File: config.mk
export PLATFORM = sky130hd
export DESIGN_NAME = uart_rx_byte
export DESIGN_NICKNAME = d
export VERILOG_FILES = /design/src/rtl/uart_pkg.sv /design/src/rtl/rx_sync2.sv /design/src/rtl/uart_rx_byte.sv
export SDC_FILE = /design/constraint.sdc
export NUM_CORES = 1
export LEC_CHECK = 0
export BUFFER_PORTS_ARGS = -buffer_cell sky130_fd_sc_hd__buf_2
export CORE_MARGIN = 3
export CORE_UTILIZATION = 47
export CTS_BUF_LIST = sky130_fd_sc_hd__clkbuf_8
export DETAILED_ROUTE_END_ITERATION = 6
export GPL_TIMING_DRIVEN = 0
export PLACE_DENSITY = 0.61
export SLEW_MARGIN = 0
export SYNTH_ARGS = -nofsm -noshare
export SYNTH_HDL_FRONTEND = slang
export SYNTH_SLANG_ARGS = --single-unit
File: constraint.sdc
create_clock -name clk -period 6 [get_ports clk]
set_input_delay 0.9 -clock clk [delete_from_list [all_inputs] [get_ports clk]]
set_output_delay 0.9 -clock clk [all_outputs]
set_load 0.01 [all_outputs]
File: src/rtl/uart_pkg.sv
`default_nettype none
// ============================================================================
// Module      : uart_pkg
// Description : Shared definitions for the UART byte receiver. Holds the FSM
//               state encoding, the parity-mode selectors and the number of
//               bit slots per character (start, 8 data, parity, stop).
// Revision    : 1.0 - initial release
// ============================================================================
package uart_pkg;

    // Bit slots in one UART character: start + 8 data + parity + stop.
    localparam int FRAME_BITS = 11;

    // Parity-mode selectors for the PARITY_CHECK parameter.
    localparam int PAR_NONE = 0;
    localparam int PAR_EVEN = 1;
    localparam int PAR_ODD  = 2;

    // Receiver FSM state encoding.
    typedef logic [2:0] state_t;
    localparam state_t S_IDLE   = 3'd0;
    localparam state_t S_START  = 3'd1;
    localparam state_t S_DATA   = 3'd2;
    localparam state_t S_PARITY = 3'd3;
    localparam state_t S_STOP   = 3'd4;
    localparam state_t S_BREAK  = 3'd5;

endpackage : uart_pkg
`default_nettype wire

File: src/rtl/rx_sync2.sv
`default_nettype none
// ============================================================================
// Module      : rx_sync2
// Description : Two-flop synchronizer for an idle-high asynchronous line.
//               Both flops reset to 1 so the receiver sees an idle line while
//               and right after reset.
// Ports       : clk   - sampling clock
//               reset - asynchronous reset, active low
//               d     - asynchronous input
//               q     - synchronized output
// Revision    : 1.0 - initial release
// ============================================================================
module rx_sync2 (
    input  logic clk,
    input  logic reset,
    input  logic d,
    output logic q
);

    logic r_meta;
    logic r_sync;

    always_ff @(posedge clk or negedge reset) begin
        if (!reset) begin
            r_meta <= 1'b1;
            r_sync <= 1'b1;
        end else begin
            r_meta <= d;
            r_sync <= r_meta;
        end
    end

    assign q = r_sync;

endmodule : rx_sync2
`default_nettype wire

File: src/rtl/uart_rx_byte.sv
`default_nettype none
// ============================================================================
// Module      : uart_rx_byte
// Description : Oversampling UART deframer feeding the RS decoder. Receives
//               start, 8 data bits (LSB first), a parity slot and a stop bit,
//               and hands each good byte over with a one-cycle CE strobe. A
//               block counter marks byte 0 of every BLOCK_LEN-byte codeword.
// Ports       : clk        - system clock
//               reset      - asynchronous reset, active low
//               Rx_D       - serial line, idle high, asynchronous
//               input_byte - last accepted byte, held until the next one
//               CE         - one-cycle strobe, input_byte valid
//               sob        - start of codeword, qualified by CE
//               frame_err  - one-cycle pulse, stop bit sampled low
//               parity_err - one-cycle pulse, parity slot mismatch
//               busy       - receiver is not idle
// Revision    : 1.0 - initial release
// ============================================================================
module uart_rx_byte
    import uart_pkg::*;
#(
    parameter int CLKS_PER_BIT = 864,
    parameter int PARITY_CHECK = 0,
    parameter int BLOCK_LEN    = 204
) (
    input  logic       clk,
    input  logic       reset,
    input  logic       Rx_D,
    output logic [7:0] input_byte,
    output logic       CE,
    output logic       sob,
    output logic       frame_err,
    output logic       parity_err,
    output logic       busy
);

    localparam int c_CNT_W     = $clog2(CLKS_PER_BIT);
    localparam int c_BLK_W     = (BLOCK_LEN > 1) ? $clog2(BLOCK_LEN) : 1;
    localparam int c_DATA_BITS = FRAME_BITS - 3;

    // First reload lands the start sample mid-bit; later reloads step a bit.
    localparam logic [c_CNT_W-1:0] c_HALF_LOAD = c_CNT_W'(CLKS_PER_BIT / 2 - 1);
    localparam logic [c_CNT_W-1:0] c_FULL_LOAD = c_CNT_W'(CLKS_PER_BIT - 1);
    localparam logic [2:0]         c_LAST_IDX  = 3'(c_DATA_BITS - 1);
    localparam logic [c_BLK_W-1:0] c_BLK_LAST  = c_BLK_W'(BLOCK_LEN - 1);

    logic               w_rxs;
    logic               w_expired;
    logic               w_par_exp;
    logic               w_par_bad;

    state_t             r_state;
    logic [c_CNT_W-1:0] r_cnt;
    logic [2:0]         r_idx;
    logic [7:0]         r_shift;
    logic               r_par_bad;
    logic [c_BLK_W-1:0] r_blk;
    logic [7:0]         r_byte;
    logic               r_ce;
    logic               r_sob;
    logic               r_fe;
    logic               r_pe;

    rx_sync2 u_sync (
        .clk   (clk),
        .reset (reset),
        .d     (Rx_D),
        .q     (w_rxs)
    );

    assign w_expired = (r_cnt == '0);

    // Expected parity slot value from the assembled data bits.
    assign w_par_exp = (PARITY_CHECK == PAR_ODD) ? ~(^r_shift) : (^r_shift);
    assign w_par_bad = (PARITY_CHECK != PAR_NONE) && (w_rxs != w_par_exp);

    always_ff @(posedge clk or negedge reset) begin
        if (!reset) begin
            r_state   <= S_IDLE;
            r_cnt     <= '0;
            r_idx     <= '0;
            r_shift   <= '0;
            r_par_bad <= 1'b0;
            r_blk     <= '0;
            r_byte    <= '0;
            r_ce      <= 1'b0;
            r_sob     <= 1'b0;
            r_fe      <= 1'b0;
            r_pe      <= 1'b0;
        end else begin
            // Strobes are single-cycle by default.
            r_ce  <= 1'b0;
            r_sob <= 1'b0;
            r_fe  <= 1'b0;
            r_pe  <= 1'b0;

            if (r_state != S_IDLE && r_state != S_BREAK && !w_expired) begin
                r_cnt <= r_cnt - c_CNT_W'(1);
            end

            case (r_state)
                S_IDLE: begin
                    if (!w_rxs) begin
                        r_cnt   <= c_HALF_LOAD;
                        r_state <= S_START;
                    end
                end
                S_START: begin
                    if (w_expired) begin
                        if (w_rxs) begin
                            // Line is high again mid start bit: a glitch.
                            r_state <= S_IDLE;
                        end else begin
                            r_cnt   <= c_FULL_LOAD;
                            r_idx   <= '0;
                            r_state <= S_DATA;
                        end
                    end
                end
                S_DATA: begin
                    if (w_expired) begin
                        r_shift[r_idx] <= w_rxs;
                        r_cnt          <= c_FULL_LOAD;
                        if (r_idx == c_LAST_IDX) begin
                            r_state <= S_PARITY;
                        end else begin
                            r_idx <= r_idx + 3'd1;
                        end
                    end
                end
                S_PARITY: begin
                    if (w_expired) begin
                        r_par_bad <= w_par_bad;
                        r_cnt     <= c_FULL_LOAD;
                        r_state   <= S_STOP;
                    end
                end
                S_STOP: begin
                    if (w_expired) begin
                        if (!w_rxs) begin
                            // Line may be held low (break); wait it out.
                            r_fe    <= 1'b1;
                            r_state <= S_BREAK;
                        end else if (r_par_bad) begin
                            r_pe    <= 1'b1;
                            r_state <= S_IDLE;
                        end else begin
                            r_ce    <= 1'b1;
                            r_byte  <= r_shift;
                            r_sob   <= (r_blk == '0);
                            r_blk   <= (r_blk == c_BLK_LAST) ? '0 : r_blk + c_BLK_W'(1);
                            r_state <= S_IDLE;
                        end
                    end
                end
                S_BREAK: begin
                    if (w_rxs) begin
                        r_state <= S_IDLE;
                    end
                end
                default: begin
                    r_state <= S_IDLE;
                end
            endcase
        end
    end

    assign input_byte = r_byte;
    assign CE         = r_ce;
    assign sob        = r_sob;
    assign frame_err  = r_fe;
    assign parity_err = r_pe;
    assign busy       = (r_state != S_IDLE);

endmodule : uart_rx_byte
`default_nettype wire

==> impl_results.md <==
- Routed wl met2: 2.150 mm
- Distinct cells, synth: 58
- Pint: between 0.4 and 0.5 mW
- Final setup violating endpoints: 0
- Syn nets: roughly 250
- Tot GR Track Use: between 10% and 20%
- Hold Path Class: reg2reg
- Cts-stage hold buffer count: 0
- Avg WL per Cell: between 10 and 15 um
- Worst-case vdd ir drop: 0.1159 mV
- Skew-Pair Late Insertion Delay: around 300 ps
- Drt drc: 0
- Post-synth top area share: 45.03%
- Sequential fraction of the synthesis area: 47.23%
- Layout cells sized above 1: a little under a fifth
- CTS tree: built
- Vias per inst: 5.399
- Warnings from Yosys: 0
- M1 wire length: 2.267 mm
- Logic pwr share: ~1.8%
- Placement Rows: 25
- Synth Flop Type: dfrtp_1
- Critical path capture point type: output pin
- Die area: 5976 um2
- Max-slew violation total from the final report: 0
- Post-synth EDFFs: 0
- Register share of total power: 55.1%
- Async S/R FF share, synth: between 90% and 100%
- F_max: roughly 410 MHz
- Sw Ratio: 20.24%
- Chip width: 77.31 um
- Largest net degree at the start of global routing: 46
- Max cap viols: 0
- Worst Setup Start Kind: register
- Sink Count: 45
- Pwr dens: between 200 and 250 nW/um2
- Port Buf Inserts: 14
- Most frequent cells in the layout: 43 x dfrtp_1, 37 x nand2_1, 18 x buf_2, 14 x inv_1, 13 x o21ai_0
- Setup ws final: 3559 ps
- Minimum clock period: 2441 ps
- Htree depth: 2
- # resized after CTS: 0
- Commonest non-fill, non-tap cell in the layout: dfrtp_1
- Hold_ws: 360.0 ps
- CTS root buf: clkbuf_8
- P_leak: 1.190 nW
- Clk pwr share: 43.2%
- Mapped Area: 2390 um2
- Avg Cell Area, Syn: between 9 and 10 um2
- Bufs on Longest Clock Path: 2
- Final period util: 40.69%
- Skew final: 4.814 ps
- First-pass GRT wire length: ~8.4 mm
- Total CTS buffers: 5
- Die height: 77.31 um
- Detail Route Antenna Nets: 0
- Area growth syn-to-layout: 11.47%
- Initial antenna violation count: 0
- P_sw: 0.1121 mW
- Core footprint: 4817 um2
- Status: complete, no violations
- Grt ovf: 0
- Starting density of the core: about 50%
- Routed length on met3: 131 um
- RSZ-0062 raised after global routing: no
- Reg clk slew, reported paths: 80 ps
- Worst-Margin Slew: about 1000 ps
- Ports: 16
- Final GP Congestion: about 0.84
- Rel. slew slack: 34.64%
- Post-CTS Repair Setup Buffers: 0
- Synthesized instance count: 244
- DRT iter0 DRCs: 65
- Final hold violation count: 0
- Diode count: 0
- Synthesized flop and latch total: 45
- Crit Path Max Fanout: 10
- Max Used Layer: met4
- Worst EP required: 5100 ps
- HPWL after DPL: 3.265 mm
- Drt pass-1 iters: 4
- CP Class: reg2out
- Largest area contributor in the netlist: dfrtp_1
- Top post-synthesis cells by area: dfrtp_1 45%, nand2_1 5.8%, mux2_2 3.8%, o21ai_0 2.7%, ha_1 2.6%
- NumNets Final: 273
- Detailed Route WL: approximately 4.6 mm
- Setup_tns: 0 ps
- Via count: between 1500 and 2000
- CP arrival: 1540 ps
- Pre-CTS setup slack: ~3800 ps
- Vias in the first global route: 1800
final cells by class:
class	count	area, um2
Buffer	12	67.56
Timing Repair Buffer	14	70.07
Inverter	14	52.55
Multi-Input combinational cell	173	1141
Sequential cell	45	1129
Fill cell	475	2153
Clock inverter	2	37.54
Tap cell	67	83.83
Clock buffer	6	82.58
worst paths after layout:
path	startpoint	to	slack [ps]	cells past startpoint
max reg2reg	r_cnt[0]$_DFF_PN0_	r_idx[0]$_DFFE_PN0P_	3830	6
min	u_sync.r_meta$_DFF_PN1_	u_sync.q$_DFF_PN1_	360	0
max	r_state[1]$_DFFE_PN0P_	busy	3560	3
max in group asynchronous	reset	r_shift[1]$_DFFE_PN0P_	4640	1
min reg2reg	u_sync.r_meta$_DFF_PN1_	u_sync.q$_DFF_PN1_	360	0
min in group asynchronous	reset	r_cnt[5]$_DFF_PN0_	750	1
cell usage after synthesis, types with 4 or more instances:
| master | number |
|---|---|
| buf_2 | 4 |
| ha_1 | 5 |
| nand2_1 | 37 |
| or3_1 | 5 |
| nand3_1 | 12 |
| dfrtp_1 | 43 |
| nand4_1 | 6 |
| a21oi_1 | 4 |
| clkbuf_1 | 5 |
| nor2_1 | 11 |
| o21ai_0 | 13 |
| inv_1 | 14 |
| mux2_2 | 8 |
| nor3_1 | 9 |
| nand2b_1 | 4 |
per-layer routing:
layer / up-vias / GRT usage [%]
met3: 6 / 4.343
met5: - / 0
li1: 910 / -
met2: 24 / 27.72
met1: 858 / 23.42
met4: 0 / 5.872
worst max-delay path, stage by stage (launching register included):
cell,delay [ps]
dfrtp_1,420
clkbuf_1,230
or3_1,440
buf_2,150
registers in the layout, indices dropped and copies added (netlist names):
register and flops:
CE 1, frame_err 1, input_byte 8, r_blk 8
r_cnt 10, r_idx 3, r_shift 8, r_state 3
sob 1, u_sync.q 1, u_sync.r_meta 1
logic make-up after synthesis:
group                    Yosys count  synth area share [%]
buffers and inverters             26                 5.026
AO/OA/AOI/OAI                     36                 9.739
adder cells (fa/ha/maj)            5                 2.618
other                              1                0.1569
multiplexers                      12                 5.654
XOR/XNOR                           3                 1.100
flip-flops                        45                 47.23
AND/OR/NAND/NOR                  116                 28.48
per-stage QoR:
stage,std cells,power (mW),util [%],area [um2]
2_1_floorplan,244,0.3139,-,2390
3_3_place_gp,325,0.3215,52.81,2544
3_5_place_dp,325,0.3216,52.81,2544
4_1_cts,333,0.5631,55.30,2664
5_1_grt,333,0.5788,55.30,2664
6_report,333,0.5537,55.30,2664
power by group through the flow:
stage | combinational, mW | sequential (mW) | clock (mW)
floorplan | 0.00301 | 0.311 | 0
global placement | 0.0104 | 0.311 | 0
detailed placement | 0.0105 | 0.311 | 0
CTS | 0.0105 | 0.305 | 0.247
global route | 0.0118 | 0.305 | 0.262
finish | 0.00971 | 0.305 | 0.239
Power figures use the tool's default switching activity.
